==> src/rtl/score_pkg.sv <==
// Shared types and default sizing for the score/level tracker.
package score_pkg;

  typedef enum logic [0:0] {
    PLAY = 1'b0,
    OVER = 1'b1
  } state_e;

  localparam int SCORE_W_DEF          = 16;
  localparam int BONUS_W_DEF          = 4;
  localparam int LEVEL_W_DEF          = 4;
  localparam int POINTS_PER_LEVEL_DEF = 4;
  localparam int MAX_LEVEL_DEF        = 9;

endpackage

==> src/rtl/score_level_tracker_rise_detect.sv <==
// Rising-edge detector: registers the input every cycle and flags 0->1 transitions.
module rise_detect (
  input  logic clk,
  input  logic rst,
  input  logic d,
  output logic rise
);

  logic d_r;

  // previous-cycle sample of d
  always_ff @(posedge clk or posedge rst) begin
    if (rst) begin
      d_r <= 1'b0;
    end else begin
      d_r <= d;
    end
  end

  assign rise = d & ~d_r;

endmodule

==> src/rtl/score_level_tracker.sv <==
// Game score unit: saturating score, capped level with catch-up pulses,
// and a high score latched at game over that survives new games.
module score_level_tracker
  import score_pkg::*;
#(
  parameter int SCORE_W          = SCORE_W_DEF,
  parameter int BONUS_W          = BONUS_W_DEF,
  parameter int LEVEL_W          = LEVEL_W_DEF,
  parameter int POINTS_PER_LEVEL = POINTS_PER_LEVEL_DEF,
  parameter int MAX_LEVEL        = MAX_LEVEL_DEF
) (
  input  logic               clk,
  input  logic               rst,
  input  logic               clr,
  input  logic               gameover,
  input  logic               eat,
  input  logic [BONUS_W-1:0] bonus,
  output logic [SCORE_W-1:0] score,
  output logic [LEVEL_W-1:0] level,
  output logic               levelup,
  output logic [SCORE_W-1:0] high_score,
  output logic               new_high,
  output logic               saturated,
  output logic               over
);

  localparam int SW1 = SCORE_W + 1;
  localparam int SW2 = SCORE_W + 2;

  state_e             state_r, state_s;
  logic [SCORE_W-1:0] score_r, score_s;
  logic [LEVEL_W-1:0] level_r, level_s;
  logic [SCORE_W:0]   thr_r, thr_s;
  logic [SCORE_W-1:0] high_r, high_s;
  logic               new_high_r, new_high_s;
  logic               sat_r, sat_s;
  logic               levelup_r, levelup_s;
  logic               eat_rise_s;
  logic [SCORE_W:0]   sum_s;
  logic [SCORE_W+1:0] thr_sum_s;
  logic [SCORE_W:0]   thr_next_s;

  rise_detect u_rise (
    .clk  (clk),
    .rst  (rst),
    .d    (eat),
    .rise (eat_rise_s)
  );

  // One extra bit on the sum exposes overflow; threshold clamps instead of wrapping
  assign sum_s      = {1'b0, score_r} + SW1'(bonus) + SW1'(1);
  assign thr_sum_s  = {1'b0, thr_r} + SW2'(POINTS_PER_LEVEL);
  assign thr_next_s = thr_sum_s[SCORE_W+1] ? {SW1{1'b1}} : thr_sum_s[SCORE_W:0];

  // next-state and datapath decisions; clr outranks gameover outranks eat
  always_comb begin
    state_s    = state_r;
    score_s    = score_r;
    level_s    = level_r;
    thr_s      = thr_r;
    high_s     = high_r;
    new_high_s = new_high_r;
    sat_s      = sat_r;
    levelup_s  = 1'b0;
    if (clr) begin
      state_s    = PLAY;
      score_s    = {SCORE_W{1'b0}};
      level_s    = {LEVEL_W{1'b0}};
      thr_s      = SW1'(POINTS_PER_LEVEL);
      new_high_s = 1'b0;
      sat_s      = 1'b0;
    end else begin
      case (state_r)
        PLAY: begin
          if (gameover) begin
            state_s = OVER;
            if (score_r > high_r) begin
              high_s     = score_r;
              new_high_s = 1'b1;
            end else begin
              high_s = high_r;
            end
          end else begin
            if (eat_rise_s) begin
              if (sum_s[SCORE_W]) begin
                score_s = {SCORE_W{1'b1}};
                sat_s   = 1'b1;
              end else begin
                score_s = sum_s[SCORE_W-1:0];
              end
            end else begin
              score_s = score_r;
            end
            // level follows the registered score one step per cycle
            if ((level_r < LEVEL_W'(MAX_LEVEL)) && ({1'b0, score_r} >= thr_r)) begin
              level_s   = level_r + LEVEL_W'(1);
              thr_s     = thr_next_s;
              levelup_s = 1'b1;
            end else begin
              level_s = level_r;
            end
          end
        end
        OVER: begin
          state_s = OVER;
        end
        default: begin
          state_s = PLAY;
        end
      endcase
    end
  end

  // state and output registers
  always_ff @(posedge clk or posedge rst) begin
    if (rst) begin
      state_r    <= PLAY;
      score_r    <= {SCORE_W{1'b0}};
      level_r    <= {LEVEL_W{1'b0}};
      thr_r      <= SW1'(POINTS_PER_LEVEL);
      high_r     <= {SCORE_W{1'b0}};
      new_high_r <= 1'b0;
      sat_r      <= 1'b0;
      levelup_r  <= 1'b0;
    end else begin
      state_r    <= state_s;
      score_r    <= score_s;
      level_r    <= level_s;
      thr_r      <= thr_s;
      high_r     <= high_s;
      new_high_r <= new_high_s;
      sat_r      <= sat_s;
      levelup_r  <= levelup_s;
    end
  end

  assign score      = score_r;
  assign level      = level_r;
  assign levelup    = levelup_r;
  assign high_score = high_r;
  assign new_high   = new_high_r;
  assign saturated  = sat_r;
  assign over       = (state_r == OVER);

endmodule

==> config.mk <==
export PLATFORM = sky130hd
export DESIGN_NAME = score_level_tracker
export DESIGN_NICKNAME = d
export VERILOG_FILES = /design/src/rtl/score_pkg.sv /design/src/rtl/score_level_tracker_rise_detect.sv /design/src/rtl/score_level_tracker.sv
export SDC_FILE = /design/constraint.sdc
export NUM_CORES = 1
export LEC_CHECK = 0
export CAP_MARGIN = 10
export CORE_MARGIN = 2
export CORE_UTILIZATION = 40
export DETAILED_ROUTE_END_ITERATION = 7
export PLACE_DENSITY = 0.71
export SKIP_LAST_GASP = 1
export SYNTH_ARGS = -nofsm -noshare
export SYNTH_HDL_FRONTEND = slang
export SYNTH_HIERARCHICAL = 1
export SYNTH_SLANG_ARGS = --single-unit
==> constraint.sdc <==
create_clock -name clk -period 6.5 [get_ports clk]
set_input_delay 0.975 -clock clk [delete_from_list [all_inputs] [get_ports clk]]
set_output_delay 0.975 -clock clk [all_outputs]
set_load 0.1 [all_outputs]
---- Word-level counts from Yosys, hierarchy flattened ----
Index checks and enable logic that the tools add are counted.
W data, S select, Z words.
cells by class
  add/subtract/negate cells ............... 4
  $lt $le $gt $ge ......................... 3
  eq/ne operators ......................... 2
  multiplexer cells ....................... 30
  bitwise logic cells ..................... 4
  reductions and logical operators ........ 11
operators by type and width
  operator                 count
  $mux W17                 5
  $mux W16                 5
  $add A17 B3 Y18 const B  1
  $add A16 B4 Y17          1
  $add A17 B1 Y17 const B  1
  $ge A16 B17 Y1           1
  $gt A16 B16 Y1           1
  $mux W4                  4
  $mux W1                  15
  $reduce_bool A2 Y1       5
  $reduce_and A3 Y1        3
  $reduce_and A4 Y1        2
  $add A4 B1 Y4 const B    1
  $lt A4 B4 Y1 const B     1
  $ne A2 B2 Y1 const B     2
  $not A1 Y1               3
  $pmux W1 S2              1
  $and A1 B1 Y1            1
  $logic_and A1 B1 Y1      1
word-level totals
  bits in registers ....................... 58
  input bits .............................. 9
  output and inout port bits .............. 40
  logic and storage cells ................. 63

---- Longest topological paths before layout ----
Gate-level depths: netlist of the first run.
  word-level depth ........................ 7
  depth in mapped cells ................... 10
  gate-level depth less buffers ........... 9

---- Modules after synthesis ----
The synthesis of the first run kept the hierarchy.
by module, submodules not included
  module               instances  cells an instance  area an instance (sq um)  sequential area each (sq um)
  score_level_tracker  1          450                3,957.5                   1,402.6
  rise_detect          1          3                  42.5                      25.0

---- Worst setup path before layout of the first run ----
No wires, ideal clock.
  path type ............................... register -> register
  from .................................... register score_r[0], in the netlist score[0]
  to ...................................... register score_r[1], in the netlist score[1]
  setup time .............................. 83 ps
  arrival ................................. 3,149 ps
  data required time ...................... 6,417 ps
  slack ................................... 3,267 ps
  stages on the path, launching flop included .. 10
  path buffers ............................ 1
  period minus slack after synthesis ...... 3,233 ps
  cells stage by stage .................... dfrtp_1 inv_1 ha_1 fa_1 nor2b_1 o21ai_0 a2111o_1 or3_1 clkbuf_1 o21ai_0
on the way
  longest elaborated chain between the ends .. 7
ends and longest elaborated chain
  element                 line                        text
  start, declared         score_level_tracker.sv:31   logic [SCORE_W-1:0] score_r, score_s;
  start signal, assigned  score_level_tracker.sv:118  score_r <= {SCORE_W{1'b0}};
  start signal, assigned  score_level_tracker.sv:127  score_r <= score_s;
  $add A16 B4 Y17         score_level_tracker.sv:51   assign sum_s = {1'b0, score_r} + SW1'(bonus) + SW1'(1);
  $add A17 B1 Y17         score_level_tracker.sv:51
  $mux W16                score_level_tracker.sv:85   if (sum_s[SCORE_W]) begin
  $mux W16                score_level_tracker.sv:84   if (eat_rise_s) begin
  $mux W16                score_level_tracker.sv:75   if (gameover) begin
  $mux W16                score_level_tracker.sv:73   case (state_r)
  $mux W16                score_level_tracker.sv:65   if (clr) begin
No other way between the ends. The select of a mux whose other input is x is not followed.
A chain may end at the register's enable or synchronous reset.

---- Worst setup path after layout of the first run ----
  from .................................... input bonus[0]
  to ...................................... register score_r[7], in the netlist score[7]
on the way
  longest elaborated chain between the ends .. 7
ends and longest elaborated chain
  element          line                       text
  start, declared  score_level_tracker.sv:17  input logic [BONUS_W-1:0] bonus,
  $add A16 B4 Y17  score_level_tracker.sv:51
  $add A17 B1 Y17  score_level_tracker.sv:51
  $mux W16         score_level_tracker.sv:85
  $mux W16         score_level_tracker.sv:84
  $mux W16         score_level_tracker.sv:75
  $mux W16         score_level_tracker.sv:73
  $mux W16         score_level_tracker.sv:65
No other way between the ends. The select of a mux whose other input is x is not followed.

==> results.ini, run 1 <==
[cells_and_area]
areaGrowthSynthToFinish_pct=19.2
final_cell_mix=56 x dfrtp_1, 48 x nand2_1, 48 x clkdlybuf4s50_1
regArea_um2=1430
final_common_cell=dfrtp_1
n_fill_cell=934
final_cell_area_um2=4770
antenna_cells=0
multi_input_area_um2=2310
layout-drive-gt1-share=0.0986
nets=541

[hold_path]
hold_path.class=flop to flop
holdPathEnd=level[3]$_DFFE_PP0P_
whs_path_depth=2
hold_path.startpoint=level[3]$_DFFE_PP0P_

[route]
vias_per_cell=5.77
wirelength_um=10100
drc=0
antenna_left=0
num_vias=3632
drt_pass1_iterations=4
post_drt_wl_per_cell_um=16.0
drt_iter0_markers=254

[floorplanning]
die_area_um2=10800
initial_core_util=0.411
fp.dieW_um=104
rows=36
core_area_um2=9730
die_h_um=104
ioPinCount=49

[clocking]
cts_hold_buf=0
ctsResizeCount=0
post_cts_buffers=0
clkTransAtPathRegs_ps=70
cts_max_level=3
cts.path.max_buffers=2
worstSkewPairLatency_ps=330
cts_buffers=9
root_buffer=clkbuf_8
cts_tree=yes
clock-sinks=57

[sta]
hold_viol_final=0
skew_ps=7.55
finalWorstSetupSlack_ps=3100
tightest_slew_ps=1170
post-route-period-util=0.523
period_needed_ps=3400
rsz0062_at_grt=false
maxClockFrequency_mhz=294
setup_viol=0
finalMaxSlewViolations=0
slew_headroom=0.214
setup_tns_ps=0

[worst_setup_path]
r2r_cells=8
crit_type=input pin to flop
crit_path_start=bonus[0]
reg2reg_to=score[7]$_DFFE_PP0P_
crit_fanout=14
worstPathRequired_ps=6740
r2r_setup_slack_ps=3670
crit_path_start_kind=input pin
reg2reg_from=score[0]$_DFFE_PP0P_
path_common_cell=o21ai_0
critPathTopFamily=compound AO/OA/AOI/OAI gates
cp_slowest_cell=or3_1
cp-end-kind=flop
worstPathCellList=clkdlybuf4s50_1 -> inv_1 -> ha_1 -> fa_1 -> nor2b_1 -> o21ai_0 -> a2111o_1 -> or3_1 -> o21ai_0
cp_num_buf_inv=2
crit_arrival_ps=3640
slowest_delay_ps=570

[yosys]
syn_area_per_cell_um2=8.83
syn_area_um2=4000
synth_edf_count=0
ys_seq_elements=57
syn_inst=453
synth_fp_nets=502
synthFlopType=dfrtp_1
yosysWarnings=6
yosysSeqAreaShare=0.357
synth_cell_types=59
ys_async_sr_fraction=1.00

[run_status]
status=completed

[place]
gp_congestion=0.845
dp_hpwl_um=7040
dpl-instance-area_um2=4590
port_buffers=48
dp_slack_ps=2790

[global_route]
grt_start_max_net_pins=57
grt_pass1_vias=3511
antenna_found_initial=0
overflow=0
grt_pass1_wl_um=17100
grt.total_usage=0.194

[power_and_ir_drop]
p_per_area_nw_per_um2=158
p_leak_uw=0.00202
peakVddDrop_mv=0.101
total_power_uw=755

[job]
max_cap_viol_count=0

[worst min-delay path, delay by kind of cell (launching register included)]
family | cells | cell delay, ps
simple gates | 1 | 60
compound gates | 1 | 60
flops | 1 | 370
[cell usage after synthesis, types with 2 or more instances]
| master | count | area [µm²] |
|---|---|---|
| o21ai_0 | 26 | 130 |
| and2_1 | 2 | 12.5 |
| inv_1 | 44 | 165 |
| a211oi_1 | 3 | 22.5 |
| nor2_1 | 16 | 60.1 |
| nor2b_1 | 5 | 31.3 |
| nand3_1 | 31 | 155 |
| and4_1 | 3 | 26.3 |
| buf_2 | 2 | 10.0 |
| o31ai_1 | 10 | 75.1 |
| nor3_1 | 5 | 25.0 |
| o21a_1 | 4 | 30.0 |
| o211ai_1 | 2 | 15.0 |
| xor2_1 | 8 | 70.1 |
| or3_1 | 4 | 25.0 |
| a31oi_1 | 2 | 12.5 |
| nand2_1 | 48 | 180 |
| or4_1 | 6 | 45.0 |
| a21o_1 | 5 | 37.5 |
| a21oi_1 | 30 | 150 |
| nand4_1 | 8 | 50.1 |
| nand2b_1 | 3 | 18.8 |
| clkbuf_1 | 19 | 71.3 |
| and3_1 | 3 | 18.8 |
| ha_1 | 39 | 488 |
| o221a_2 | 14 | 158 |
| or4_2 | 3 | 26.3 |
| o2111ai_1 | 4 | 35.0 |
| mux2i_1 | 3 | 30.0 |
| a32oi_1 | 16 | 140 |
| dfrtp_1 | 56 | 1400 |
| buf_6 | 2 | 22.5 |
[cell type report]
type | instances | share of cell area
Multi-Input combinational cell | 326 | 0.484
Clock buffer | 11 | 0.0318
Inverter | 45 | 0.0354
Tap cell | 133 | 0.0349
Sequential cell | 57 | 0.299
Timing Repair Buffer | 53 | 0.109
Clock inverter | 5 | 0.00630
[stage by stage]
step / hold WS, ps / cells / utilization
final: 513 / 630 / 0.490
after global routing: 551 / 630 / 0.490
after CTS: 518 / 630 / 0.490
after detailed placement: 492 / 614 / 0.471
after global placement: 493 / 614 / 0.471
after floorplan: 492 / 453 / -
[sequential cells by signal, indices dropped and copies added, names as in the netlist]
name	flops
levelup	1
new_high	1
level	4
score	16
thr_r	16
high_score	16
saturated	1
over	1
u_rise/d_r	1
[layer usage]
layer | up-vias | wire, µm | GRT usage
li1 | 1759 | - | -
met1 | 1767 | 4450 | 0.259
met2 | 102 | 4900 | 0.313
met3 | 4 | 647 | 0.0351
met4 | 0 | 74 | 0.0753
met5 | - | 0 | 0
[cell families after synthesis]
family	Yosys count	share of synthesized area
xor+xnor	9	0.0197
simple gates	147	0.190
fa+ha+maj	40	0.127
mux	3	0.00751
compound gates	127	0.226
flops	57	0.357
buf+inv	70	0.0719
[worst max-delay path by stage]
| stage | endpoint | slack, ps | cells after the start |
|---|---|---|---|
| finish | score[7]$_DFFE_PP0P_ | 3100 | 9 |
| global placement | score[10]$_DFFE_PP0P_ | 2920 | 9 |
| floorplan | score[1]$_DFFE_PP0P_ | 3270 | 9 |
| global route | score[10]$_DFFE_PP0P_ | 2950 | 9 |
| detailed placement | score[1]$_DFFE_PP0P_ | 2790 | 9 |
| CTS | score[6]$_DFFE_PP0P_ | 3140 | 9 |
[report_power, final]
part	switching (µW)	leakage (µW)	total [µW]	internal, µW
registers	4.85	0.000705	363	358
logic	58.5	0.00123	83.9	25.4
clock network	151	0.0000911	308	157
Note: power is estimated with default switching activity, not from simulation.
==> run 2: changes to the inputs <==
==> constraint.sdc (replaced) <==
create_clock -name clk -period 3.3 [get_ports clk]
set_input_delay 0.495 -clock clk [delete_from_list [all_inputs] [get_ports clk]]
set_output_delay 0.495 -clock clk [all_outputs]
set_load 0.1 [all_outputs]
==> run 2 against run 1 <==
  * Clock skew rose by 2.0 ps
  * Non-clock buffer count rose by 7
  * Utilization rose by 0.23 points
  * Total power rose by 100%
  * Die area did not move
  * Clock power rose by 110%
  * Global-route usage fell by 0.37 points
  * Routed wire length fell by 1.8%
  * Register-to-register slack got worse by 3100 ps
  * Critical path type unchanged
  * Largest cell class unchanged
==> results.ini, run 2 (same netlist as run 1, synthesis figures left out) <==
[route]
antenna_left=0  ; unchanged
wirelength_um=9890  ; was 10,100 µm
drt_pass1_iterations=4  ; unchanged
num_vias=3667  ; was 3,632
drt_iter0_markers=231  ; was 254
vias_per_cell=5.76  ; was 5.77
post_drt_wl_per_cell_um=15.5  ; was 16.0 µm
drc=0  ; unchanged

[floorplanning]
core_area_um2=9730  ; unchanged
fp.dieW_um=104  ; unchanged
initial_core_util=0.411  ; unchanged
die_area_um2=10800  ; unchanged
ioPinCount=49  ; unchanged
rows=36  ; unchanged
die_h_um=104  ; unchanged

[global_route]
grt_pass1_wl_um=16700  ; was 17,100 µm
antenna_found_initial=0  ; unchanged
grt_pass1_vias=3465  ; was 3,511
overflow=0  ; unchanged
grt.total_usage=0.190  ; was 0.194
grt_start_max_net_pins=47  ; was 57

[hold_path]
hold_path.class=input pin to asynchronous set/reset pin  ; was flop to flop

[cells_and_area]
final_util=0.492  ; was 0.490
antenna_cells=0  ; unchanged
final_cell_mix=56 x dfrtp_1, 48 x nand2_1, 43 x inv_1  ; was 56 x dfrtp_1, 48 x nand2_1, 48 x clkdlybuf4s50_1
final_common_cell=dfrtp_1  ; unchanged
regArea_um2=1430  ; unchanged
multi_input_area_um2=2310  ; unchanged
nets=548  ; was 541
layout-drive-gt1-share=0.135  ; was 0.0986
areaGrowthSynthToFinish_pct=19.8  ; was 19.2%
n_fill_cell=930  ; was 934

[worst_setup_path]
crit_fanout=14  ; unchanged
path_common_cell=o21ai_0  ; unchanged
critPathTopFamily=compound AO/OA/AOI/OAI gates  ; unchanged
crit_arrival_ps=3110  ; was 3640 ps
crit_path_start_kind=input pin  ; unchanged
cp_num_buf_inv=2  ; unchanged
crit_type=input pin to flop  ; unchanged
slowest_delay_ps=570  ; about the same
worstPathCellList=clkdlybuf4s50_1 -> inv_1 -> ha_1 -> fa_1 -> nor2b_1 -> o21ai_0 -> a2111o_1 -> or3_1 -> o21ai_0  ; unchanged
worstPathRequired_ps=3540  ; was 6740 ps
cp-end-kind=flop  ; unchanged
cp_slowest_cell=or3_1  ; unchanged

[sta]
hold_viol_final=0  ; unchanged
post-route-period-util=0.868
tightest_slew_ps=1140  ; was 1170 ps
period_needed_ps=2870
finalMaxSlewViolations=0  ; unchanged
rsz0062_at_grt=false  ; unchanged
slew_headroom=0.238  ; was 0.214
maxClockFrequency_mhz=349
setup_viol=0  ; unchanged
skew_ps=9.54  ; was 7.55 ps
setup_tns_ps=0  ; unchanged

[clocking]
clock-sinks=57  ; unchanged
cts_buffers=9  ; unchanged
ctsResizeCount=0  ; unchanged
cts_tree=yes  ; unchanged
root_buffer=clkbuf_8  ; unchanged
cts.path.max_buffers=2  ; unchanged
worstSkewPairLatency_ps=330  ; about the same
clkTransAtPathRegs_ps=70  ; about the same
cts_hold_buf=0  ; unchanged
cts_max_level=3  ; unchanged
post_cts_buffers=0  ; unchanged

[place]
dp_hpwl_um=7160  ; was 7040 µm
gp_congestion=0.852  ; was 0.845
port_buffers=48  ; unchanged

[power_and_ir_drop]
peakVddDrop_mv=0.259  ; was 0.101 mV
p_leak_uw=0.00209  ; was 0.00202 µW
p_per_area_nw_per_um2=320  ; was 158 nW/µm²

[run_status]
status=completed  ; unchanged

[job]
max_cap_viol_count=0  ; unchanged

## run 2: cell count changes in the layout (fill, tap and decap cells not counted), sizes merged
cell           delta
clkdlybuf4s50    -15
buf              +22
bufinv            +1
clkinv            -1
clkinvlp          -2
clkbuf            +2
## run 2: worst paths after layout
kind                                            start                         to  slack, ps  depth (start not counted)
min in group clk                 new_high$_DFFE_PP0P_       new_high$_DFFE_PP0P_        490                          1
worst min-delay path                              rst       u_rise/d_r$_DFF_PP0_        340                          2
worst max-delay path                         bonus[0]       score[7]$_DFFE_PP0P_        430                          9
max in group asynchronous                         rst       thr_r[2]$_DFFE_PP1P_       2120                          3
worst max register to register  score[11]$_DFFE_PP0P_  high_score[4]$_DFFE_PP0P_        530                          7
worst min register to register   new_high$_DFFE_PP0P_       new_high$_DFFE_PP0P_        490                          1
## run 2: layout make-up
cell class,count,area share
multi-input combinational,326,0.481
sequential,57,0.298
timing repair buffer,60,0.111
inverter,45,0.0353
tap,133,0.0347
clock buffer,13,0.0311
clock inverter,3,0.00836
## run 2: power by group
part           internal (µW)  leakage [µW]  switching, µW
Combinational           53.1       0.00129            117
Sequential               705      0.000705           9.01
Clock                    368     0.0000974            280
Total                   1130       0.00209            405
## run 2: metal layers
metal | vias up | global-route usage | wire length, µm
met5 | - | 0 | 0
met4 | 0 | 0.0598 | 118
met3 | 8 | 0.0407 | 566
met2 | 110 | 0.305 | 4660
met1 | 1786 | 0.257 | 4550
li1 | 1763 | - | -
## run 2: through the flow
| step | area (µm²) | std cells | hold slack, ps | setup WS (ps) | power (µW) |
|---|---|---|---|---|---|
| final | 4790 | 637 | 344 | 435 | 1530 |
| after global routing | 4790 | 637 | 351 | 232 | 1600 |
| after CTS | 4790 | 637 | 331 | 483 | 1550 |
| after detailed placement | 4600 | 621 | 482 | 118 | 897 |
| after global placement | 4600 | 621 | 474 | 189 | 893 |
| after floorplan | 4000 | 453 | 224 | 67.3 | 850 |
==> run 3: changes to the inputs <==
--- a/config.mk
+++ b/config.mk
@@ -9,6 +9,7 @@
 export CORE_MARGIN = 2
 export CORE_UTILIZATION = 40
 export DETAILED_ROUTE_END_ITERATION = 7
+export GPL_ROUTABILITY_DRIVEN = 1
 export PLACE_DENSITY = 0.71
 export SKIP_LAST_GASP = 1
 export SYNTH_ARGS = -nofsm -noshare
==> results of run 3 <==
Same layout as run 2: the final DEF is identical, and so are final timing and power.
==> RTL change (flow settings as in run 2) <==
Add an input register stage for `clr`, `gameover`, `eat` and `bonus`; this delays them by one clock.
--- a/src/rtl/score_level_tracker.sv
+++ b/src/rtl/score_level_tracker.sv
@@ -29,2 +29,14 @@
 
+  logic clr_q;
+  logic gameover_q;
+  logic eat_q;
+  logic [BONUS_W-1:0] bonus_q;
+
+  always_ff @(posedge clk) begin
+    clr_q      <= clr;
+    gameover_q <= gameover;
+    eat_q      <= eat;
+    bonus_q    <= bonus;
+  end
+
   state_e             state_r, state_s;
@@ -45,3 +57,3 @@
     .rst  (rst),
-    .d    (eat),
+    .d    (eat_q),
     .rise (eat_rise_s)
@@ -50,3 +62,3 @@
   // One extra bit on the sum exposes overflow; threshold clamps instead of wrapping
-  assign sum_s      = {1'b0, score_r} + SW1'(bonus) + SW1'(1);
+  assign sum_s      = {1'b0, score_r} + SW1'(bonus_q) + SW1'(1);
   assign thr_sum_s  = {1'b0, thr_r} + SW2'(POINTS_PER_LEVEL);
@@ -64,3 +76,3 @@
     levelup_s  = 1'b0;
-    if (clr) begin
+    if (clr_q) begin
       state_s    = PLAY;
@@ -74,3 +86,3 @@
         PLAY: begin
-          if (gameover) begin
+          if (gameover_q) begin
             state_s = OVER;
Function: changed (Yosys sat finds a counterexample within 4 cycles, from zero or initial values and one cycle with rst high).
==> RTL change against run 2 <==
Fmax increased by 6.8%; hold slack got worse by 0.033 ns; design area decreased by 3.2%; sequential share of layout area increased by 4.0 points; worst setup slack gained 0.18 ns; routed wire length shrank 11%; highest routed layer unchanged; non-clock buffer count shrank 8; clock skew fell by 0.0013 ns; area after synthesis fell by 3.7%; sequential cell count is 7 higher; die area down 3.5%; critical endpoint is now high_score[0].
Power is not compared: it rests on default switching activity, and its combinational part moved more than twofold at a synthesized area within 25%.
==> RTL change: results (changes against run 2) <==
Drt
The violation count after the first detailed-route iteration was 127 (was 231). The detailed-route vias per instance came to 5.271 (was 5.757). The final wirelength was 8759 um (was 9890 um).

The number of iterations in the first detailed-routing pass is 5 (was 4).

Global routing
The via count of the first global-routing pass is 3077 (was 3465). The first-pass GRT wire length is 15170 um (was 16690 um). The maximum number of pins on one net before global-route repair is 35 (was 47). The global-route usage over all layers is 18.70% (was 19.02%).

Yosys
The sequential-to-total area share from yosys stat is 40.68% (was 35.69%). The count of unique library cells instantiated by Yosys is 57 (was 59). Main area contributors after synthesis: dfrtp_1 (36%), ha_1 (13%), inv_1 (4.5%), dfxtp_1 (3.6%), mux2_2 (3.5%) (was dfrtp_1 (35%), ha_1 (12%), nand2_1 (4.5%), inv_1 (4.1%), o221a_2 (3.9%)). The prevailing post-synth register cell is dfrtp_1 (unchanged). The synthesized instance count is 384 (was 453). Commonest cells post-synth: dfrtp_1 (56), inv_1 (46), ha_1 (39), nand2_1 (25), o21ai_0 (24) (was dfrtp_1 (56), nand2_1 (48), inv_1 (44), ha_1 (39), nand3_1 (31)).

The top cell type's share of synthesized area is 36.36% (was 35.03%). The proportion of synthesized flip-flops having asynchronous set or reset is 89.06% (was 100.0%). The number of nets in the synthesized netlist is 433 (was 502).

Critical path
The worst setup path endpoint is high_score[0] (was score[7]). The maximum fanout along the worst path is 13 (was 14). The worst endpoint data arrival time is 2.92 ns (was 3.11 ns). The source of the critical timing path is score[9] (was bonus[0]). The slack of the worst reg-to-reg path is 0.62 ns (was 0.53 ns). The worst-path cell with the longest stage delay was dfrtp_1 (was or3_1).

The worst stage delay on the critical path is 0.50 ns (was 0.57 ns).

Finish
The count of placed standard cells in the final layout, fillers left out is 573 (was 637). The count of nets after finishing is 488 (was 548). The share of final-layout standard cells stronger than drive strength 1 was 17.34% (was 13.49%).

Timing
The period utilization is 81.32% (was 86.83%). The actual slew at the worst max-slew pin is 0.9860 ns (was 1.138 ns). The worst hold-check slack is 0.3109 ns (was 0.3436 ns). The clock skew after layout is 0.008208 ns (was 0.009538 ns).

Placed design
The HPWL after detailed placement is 6577 um (was 7158 um). The pre-CTS setup slack is 0.5927 ns (was 0.1179 ns). The total placed cells including tap cells came to 557 (was 621).

The global placer's final weighted congestion is 0.8412 (was 0.8515).

Power and ir drop
Overall power consumption after layout is estimated at 2.003 mW. The fraction of power spent switching nets is 33.65%.

Outcome
Run status: complete, no violations (unchanged).
## RTL change: area by class of cell
type                       instances  area (um^2)
sequential                        64         1568
clock inverter                     6        68.82
multi-input combinational        265         2061
timing repair buffer              52        462.9
tap                              129        161.4
clock buffer                      10        137.6
inverter                          47        176.4
fill                             884         4648
## RTL change: logic make-up (layout without fill, tap and decap cells)
| family | after synthesis | after routing | synth area share [%] |
|---|---|---|---|
| AOI/OAI and AO/OA | 92 | 92 | 16.72 |
| buffers and inverters | 55 | 115 | 5.844 |
| DFF | 64 | 64 | 40.68 |
| xor gates and xnor gates | 11 | 11 | 2.500 |
| and+or+nand+nor | 102 | 102 | 15.45 |
| adders and majority gates | 40 | 40 | 13.18 |
| muxes | 20 | 20 | 5.617 |
## RTL change: per-layer routing
layer | vias up | routed length (um) | track usage, %
met3 | 10 | 476 | 5.198
met2 | 83 | 4021 | 28.85
met4 | 0 | 92 | 5.231
li1 | 1484 | - | -
met1 | 1443 | 4169 | 25.95
met5 | - | 0 | 0
